==> config.mk <==
export PLATFORM = sky130hd
export DESIGN_NAME = f2log_flat
export DESIGN_NICKNAME = d
export VERILOG_FILES = /design/src/rtl/flog_pkg.sv /design/src/rtl/f2log_if.sv /design/src/rtl/log2_sq.sv /design/src/rtl/f2log.sv /design/src/flat_wrapper.sv
export SDC_FILE = /design/constraint.sdc
export NUM_CORES = 1
export LEC_CHECK = 0
export CAP_MARGIN = 20
export CORE_ASPECT_RATIO = 0.6
export CORE_UTILIZATION = 45
export DETAILED_ROUTE_END_ITERATION = 6
export GPL_ROUTABILITY_DRIVEN = 1
export HOLD_SLACK_MARGIN = 0.06
export SLEW_MARGIN = 10
export SYNTH_ARGS = -nofsm -noshare
export SYNTH_HDL_FRONTEND = slang
export SYNTH_SLANG_ARGS = --single-unit
==> constraint.sdc <==
create_clock -name clk -period 5.7 [get_ports clk]
set_input_delay 1.14 -clock clk [delete_from_list [all_inputs] [get_ports clk]]
set_output_delay 1.14 -clock clk [all_outputs]
set_load 0.01 [all_outputs]
==> src/rtl/flog_pkg.sv <==
// rtl/flog_pkg.sv - shared widths, bias and special-case codes for the bfloat16 log2 front end
package flog_pkg;

  localparam int EXP_WIDTH   = 8;
  localparam int FRACT_WIDTH = 7;
  localparam int BIAS        = 127;

  // Special-case code carried alongside the log result
  typedef enum logic [1:0] {
    NORMAL = 2'd0,
    ZERO   = 2'd1,
    INF    = 2'd2,
    NAN    = 2'd3
  } special_e;

endpackage

==> src/rtl/f2log_if.sv <==
// rtl/f2log_if.sv - operand/result handshake bundle between a producer and f2log
interface f2log_if;
  import flog_pkg::*;

  logic                   valid_f2i_i;
  logic [15:0]            data_i;
  logic                   ready_f2i_o;
  logic [EXP_WIDTH-1:0]   integer_o;
  logic [FRACT_WIDTH-1:0] log_f_o;
  logic [1:0]             special_o;
  logic                   valid_f2i_o;

  // f2log side
  modport slave (
    input  valid_f2i_i, data_i,
    output ready_f2i_o, integer_o, log_f_o, special_o, valid_f2i_o
  );

  // Operand producer / result consumer side
  modport master (
    output valid_f2i_i, data_i,
    input  ready_f2i_o, integer_o, log_f_o, special_o, valid_f2i_o
  );

endinterface

==> src/rtl/log2_sq.sv <==
// rtl/log2_sq.sv - 16x16 unsigned combinational squarer for the log2 bit iteration
module log2_sq (
  input  logic [15:0] i_a,
  output logic [31:0] o_sq
);

  assign o_sq = 32'(i_a) * 32'(i_a);

endmodule

==> src/rtl/f2log.sv <==
// rtl/f2log.sv - bfloat16 to log2 converter: integer part from exponent, fraction by iterative squaring
module f2log
  import flog_pkg::*;
(
  input  logic   clk,
  input  logic   rst,
  f2log_if.slave bus
);

  localparam logic [1:0] S_IDLE     = 2'd0;
  localparam logic [1:0] S_CLASSIFY = 2'd1;
  localparam logic [1:0] S_ITER     = 2'd2;
  localparam logic [1:0] S_DONE     = 2'd3;

  localparam logic [EXP_WIDTH-1:0] BIAS_W   = EXP_WIDTH'(BIAS);
  localparam logic [2:0]           LAST_BIT = 3'(FRACT_WIDTH - 1);

  logic [1:0]             r_state;
  logic [15:0]            r_data;
  logic [15:0]            r_y;
  logic [2:0]             r_cnt;
  logic [EXP_WIDTH-1:0]   r_int;
  logic [FRACT_WIDTH-1:0] r_log_f;
  special_e               r_special;
  logic                   r_valid;

  logic                   w_sign;
  logic [7:0]             w_exp;
  logic [6:0]             w_mant;
  logic [31:0]            w_sq;
  logic                   w_bit;
  logic [15:0]            w_y_next;
  logic                   w_sq_unused;
  logic                   w_is_special;
  special_e               w_special_code;

  assign w_sign = r_data[15];
  assign w_exp  = r_data[14:7];
  assign w_mant = r_data[6:0];

  log2_sq u_sq (
    .i_a  (r_y),
    .o_sq (w_sq)
  );

  // y*y >= 2 means the next fraction bit is 1; renormalise y back into [1,2)
  assign w_bit       = w_sq[31];
  assign w_y_next    = w_bit ? w_sq[31:16] : w_sq[30:15];
  assign w_sq_unused = ^w_sq[14:0];

  // Classify the captured operand; zero/subnormal wins over sign so -0 is ZERO
  always_comb begin
    w_is_special   = 1'b1;
    w_special_code = NORMAL;
    if (w_exp == 8'd0) begin
      w_special_code = ZERO;
    end else if (w_sign) begin
      w_special_code = NAN;
    end else if (w_exp == 8'hFF) begin
      w_special_code = (w_mant == 7'd0) ? INF : NAN;
    end else begin
      w_is_special = 1'b0;
    end
  end

  // Control FSM and result registers; valid pulses for the single cycle after DONE
  always_ff @(posedge clk) begin
    if (!rst) begin
      r_state   <= S_IDLE;
      r_data    <= '0;
      r_y       <= '0;
      r_cnt     <= '0;
      r_int     <= '0;
      r_log_f   <= '0;
      r_special <= NORMAL;
      r_valid   <= 1'b0;
    end else begin
      r_valid <= 1'b0;
      case (r_state)
        S_IDLE: begin
          if (bus.valid_f2i_i) begin
            r_data  <= bus.data_i;
            r_state <= S_CLASSIFY;
          end
        end
        S_CLASSIFY: begin
          r_log_f <= '0;
          if (w_is_special) begin
            r_int     <= '0;
            r_special <= w_special_code;
            r_state   <= S_DONE;
          end else begin
            r_int     <= w_exp - BIAS_W;
            r_y       <= {1'b1, w_mant, 8'b0};
            r_cnt     <= '0;
            r_special <= NORMAL;
            r_state   <= S_ITER;
          end
        end
        S_ITER: begin
          r_y     <= w_y_next;
          r_log_f <= {r_log_f[FRACT_WIDTH-2:0], w_bit};
          r_cnt   <= r_cnt + 3'd1;
          if (r_cnt == LAST_BIT) begin
            r_state <= S_DONE;
          end
        end
        S_DONE: begin
          r_valid <= 1'b1;
          r_state <= S_IDLE;
        end
        default: r_state <= S_IDLE;
      endcase
    end
  end

  assign bus.ready_f2i_o = (r_state == S_IDLE);
  assign bus.integer_o   = r_int;
  assign bus.log_f_o     = r_log_f;
  assign bus.special_o   = r_special;
  assign bus.valid_f2i_o = r_valid;

endmodule

==> src/flat_wrapper.sv <==
// flat-port wrapper written by rule: the top's interface ports become plain ports
module f2log_flat import flog_pkg::*;
  (clk, rst, bus_valid_f2i_i, bus_data_i, bus_ready_f2i_o, bus_integer_o, bus_log_f_o, bus_special_o, bus_valid_f2i_o);
  f2log_if bus_i ();
  input  logic clk;
  input  logic rst;
  input wire logic [$bits(bus_i.valid_f2i_i)-1:0] bus_valid_f2i_i;
  input wire logic [$bits(bus_i.data_i)-1:0] bus_data_i;
  output wire logic [$bits(bus_i.ready_f2i_o)-1:0] bus_ready_f2i_o;
  output wire logic [$bits(bus_i.integer_o)-1:0] bus_integer_o;
  output wire logic [$bits(bus_i.log_f_o)-1:0] bus_log_f_o;
  output wire logic [$bits(bus_i.special_o)-1:0] bus_special_o;
  output wire logic [$bits(bus_i.valid_f2i_o)-1:0] bus_valid_f2i_o;
  assign bus_i.valid_f2i_i = bus_valid_f2i_i;
  assign bus_i.data_i = bus_data_i;
  assign bus_ready_f2i_o = bus_i.ready_f2i_o;
  assign bus_integer_o = bus_i.integer_o;
  assign bus_log_f_o = bus_i.log_f_o;
  assign bus_special_o = bus_i.special_o;
  assign bus_valid_f2i_o = bus_i.valid_f2i_o;
  f2log u_core (.clk(clk), .rst(rst), .bus(bus_i));
endmodule
==> results.txt <==
startpoint of the most critical register-to-register path: u_core.r_y[3]
clock insertion delay at the later pin of the skew report: 300 ps
Area growth, synth to finish: 27.23%
top area cells in the synthesized netlist: sky130_fd_sc_hd__fa_1 32%, sky130_fd_sc_hd__ha_1 14%, sky130_fd_sc_hd__dfxtp_1 11%
Bufs and invs on worst path: 7
Ports: 38
Clock transition at path regs: 70 ps
top cell type by total area after synthesis: sky130_fd_sc_hd__fa_1
Clock Sink Count: 55
cell family with most CP delay: adder cells
final antenna diode count: 0
worst path setup slack after routing: -320.0 ps
number of endpoints failing setup at the final stage: 17
GPL Wtd Cong: 0.9491
total routing resource utilization after global routing: 26.03%
clock tree root driver cell: sky130_fd_sc_hd__clkbuf_16
timing startpoint of the critical path: u_core.r_y[3]
total power per unit cell area: 113.7 nW/um2
gate count of the mapped netlist: 1,152
number of cells on the worst hold path: 2
critical path endpoint category: register
routed length per instance: 18.04 um
initial antenna violation count: 0
run status: finished with violations
slew at the pin closest to its max-slew limit: 877.6 ps
area fraction of the dominant cell type after synthesis: 32.33%
fraction of layout instances using a drive strength above 1: 24.29%
total die area: 22,780 um2
utilization after layout: 59.45%
detailed-router iteration count before antenna repair: 5
Worst path slowest cell: sky130_fd_sc_hd__fa_1
effective utilization at floorplan: 46.72%
terminus of the critical flop-to-flop path: u_core.r_y[10]
CP Data Required Time: 5880 ps
Leak Pwr: 0.006683 uW
Avg Cell Area, Syn: 8.655 um2
count of cells along the worst register-to-register path: 22
DRC marker count from the first detailed-route iteration: 752
classification of the worst setup path: register to register
number of filler instances in the final layout: 1,875
clock buffers created by TritonCTS: 5
ratio of routed vias to standard cells: 5.141
cell area after synthesis: 9971 um2
DRC Markers: 0
Buffers on Ports: 37
final number of hold-violating endpoints: 0
NumNets Final: 1,635
Max rail drop VDD: 0.1458 mV
min Tclk post-route: 6020 ps
Routed Wire Length: 29,310 um
via count of the first global-routing pass: 8,262
arrival time at the worst endpoint: 6200 ps
clock tree from TritonCTS: yes
sequential cell area fraction in the yosys report: 11.04%
stages on the worst setup path: 22
post-synthesis cell type count: 77
cell-by-cell trace of the critical path: inv_4 > nor2_4 > buf_4 > fa_1 > inv_1 > fa_1 > inv_1 > fa_2 > fa_2 > fa_1 > inv_1 > fa_1 > inv_1 > ha_1 > a21oi_2 > o221a_1 > o21ai_4 > a211oi_2 > o2bb2ai_4 > buf_12 > o311ai_2 > a221oi_2
DPL Wire Length: 24,520 um
relative max-transition margin: 41.31%
final-report max-slew violation count: 0
setup_tns: -4444 ps
largest net degree at the start of global routing: 21
Row Count: 41
startpoint type of the worst setup path: register
share of flip-flops with an asynchronous set or reset after synthesis: 0%
hold-fix buffer count after cts: 0
Critical Path Fanout Max: 8
endpoint of the most critical setup path: u_core.r_y[10]
global-route wire length before repair: 45,870 um
synthesized flop and latch total: 55
floorplan die height: 117.3 um
H-tree level count: 2
Design Power: 1442 uW
placement-stage worst setup slack: -564.4 ps
worst hold-check path type: register to register
die width: 194.2 um
worst clock skew: 10.31 ps
violated checks: negative setup slack
most common flop cell mapped by yosys: sky130_fd_sc_hd__dfxtp_1
area inside the core boundary: 21,340 um2
unrepaired setup endpoints after global routing: true
register-to-register setup slack: -320 ps
number of vias after detailed routing: 8,354
Post-Synthesis Net Count: 1,442
Highest Clock Rate: 166.1 MHz
sum of overflow across all layers after global routing: 0
EDFF count, synth: 0
Max Cap Viol: 0
DRT antenna net count: 0
peak per-stage delay on the critical path: 580 ps
synth warn: 0
period utilisation layout: 105.6%
maximum clock path buffer count: 2
-- metrics by stage --
step | cell area [um2] | cells | hold slack (ps)
3_3_place_gp | 11880 | 1599 | 453.5
4_1_cts | 12320 | 1615 | 471.2
2_1_floorplan | 10120 | 1152 | 448.7
3_5_place_dp | 11880 | 1599 | 459.0
5_1_grt | 12690 | 1625 | 486.3
6_report | 12690 | 1625 | 468.9
-- area by class of cell --
type | instances | area (um2) | share of cell area, %
sequential | 55 | 1135 | 8.946
tap | 279 | 349.1 | 2.752
clock inverter | 2 | 12.51 | 0.09863
clock buffer | 6 | 128.9 | 1.016
inverter | 266 | 1001 | 7.890
timing repair buffer | 231 | 1943 | 15.32
multi-input combinational | 786 | 8117 | 63.98
-- layout by cell type, fill, tap and decap left out, types with 9 or more instances in the layout --
cell                              synthesis  routed
sky130_fd_sc_hd__a21oi_1                 55      48
sky130_fd_sc_hd__and2_1                  46      42
sky130_fd_sc_hd__buf_4                    1     183
sky130_fd_sc_hd__clkdlybuf4s50_1          0      37
sky130_fd_sc_hd__dfxtp_1                 55      42
sky130_fd_sc_hd__fa_1                   161     159
sky130_fd_sc_hd__ha_1                   110     100
sky130_fd_sc_hd__ha_4                     0       9
sky130_fd_sc_hd__inv_1                  264     252
sky130_fd_sc_hd__inv_2                    0      11
sky130_fd_sc_hd__nand2_1                158     150
sky130_fd_sc_hd__nand2b_1                 9       9
sky130_fd_sc_hd__nand3_1                 20      20
sky130_fd_sc_hd__nor2_1                  33      30
sky130_fd_sc_hd__o21ai_0                 17      12
sky130_fd_sc_hd__o21ai_1                 10      10
sky130_fd_sc_hd__xnor2_1                 16      15
sky130_fd_sc_hd__xor2_1                  15      13
-- flip-flops by register name, indices dropped and copies added (netlist names) --
register	count
u_core.bus.log_f_o	7
u_core.r_y	16
u_core.bus.special_o	2
u_core.r_data	16
u_core.bus.valid_f2i_o	1
u_core.r_cnt	3
u_core.bus.integer_o	8
u_core.r_state	2
-- cells in the mapped netlist, types with 5 or more instances --
| master | n |
|---|---|
| sky130_fd_sc_hd__a21o_1 | 6 |
| sky130_fd_sc_hd__nor2_1 | 33 |
| sky130_fd_sc_hd__mux2i_1 | 9 |
| sky130_fd_sc_hd__o21ai_0 | 17 |
| sky130_fd_sc_hd__o21ai_1 | 10 |
| sky130_fd_sc_hd__nand3_1 | 20 |
| sky130_fd_sc_hd__a31oi_1 | 5 |
| sky130_fd_sc_hd__inv_1 | 264 |
| sky130_fd_sc_hd__dfxtp_1 | 55 |
| sky130_fd_sc_hd__a21oi_1 | 55 |
| sky130_fd_sc_hd__fa_1 | 161 |
| sky130_fd_sc_hd__nand2_1 | 158 |
| sky130_fd_sc_hd__clkbuf_1 | 33 |
| sky130_fd_sc_hd__nand2b_1 | 9 |
| sky130_fd_sc_hd__buf_2 | 5 |
| sky130_fd_sc_hd__ha_1 | 110 |
| sky130_fd_sc_hd__xor2_1 | 15 |
| sky130_fd_sc_hd__nor2b_1 | 5 |
| sky130_fd_sc_hd__xnor2_1 | 16 |
| sky130_fd_sc_hd__a211oi_1 | 7 |
| sky130_fd_sc_hd__nor3_1 | 7 |
| sky130_fd_sc_hd__and3_1 | 7 |
| sky130_fd_sc_hd__buf_6 | 5 |
| sky130_fd_sc_hd__and2_1 | 46 |
-- worst min-delay path by stage --
| stage | from | endpoint | slack [ps] |
|---|---|---|---|
| 2_1_floorplan | u_core.r_data[3] | u_core.r_data[3] | 450 |
| 3_3_place_gp | u_core.bus.integer_o[7] | u_core.bus.integer_o[7] | 450 |
| 3_5_place_dp | u_core.bus.integer_o[0] | u_core.bus.integer_o[0] | 460 |
| 4_1_cts | u_core.bus.integer_o[0] | u_core.bus.integer_o[0] | 470 |
| 5_1_grt | u_core.bus.integer_o[7] | u_core.bus.integer_o[7] | 490 |
| 6_report | u_core.bus.integer_o[7] | u_core.bus.integer_o[7] | 470 |
-- cells by family after synthesis --
| family | synth area share [%] |
|---|---|
| buf+inv | 12.18 |
| simple gates | 14.83 |
| fa+ha+maj | 46.13 |
| compound gates | 11.48 |
| flops | 11.04 |
| xor+xnor | 2.723 |
| mux | 1.606 |
-- repair_timing --
item / 4_1_cts / 5_1_grt
endpoints found under the hold margin: 0 / 0
resized for setup: 58 / 51
setup endpoints to repair: 17 / 17
buffers inserted: 8 / 8
gates cloned: 0 / 2
pin swaps: 13 / 20
-- where the power goes --
part / leakage, uW / internal (uW) / switching (uW) / total, uW
logic: 0.00616 / 248 / 370 / 618
registers: 0.000456 / 440 / 69.6 / 509
clock network: 0.0000669 / 163 / 151 / 314
-- metal layers --
layer / part of all wire, % / track usage, % / wire length, um
met1: 55 / 44.12 / 16110
met2: 35 / 32.46 / 10390
met3: 9.1 / 6.874 / 2679
met4: 0.46 / 2.083 / 136
met5: 0 / 1.089 / 0
-- worst min-delay path, delay by kind of cell, from the launching register on --
| family | cells | cell delay (ps) |
|---|---|---|
| simple gates | 1 | 60 |
| flops | 1 | 320 |
| compound gates | 1 | 50 |
No activity file was read; power rests on OpenSTA's default activity.
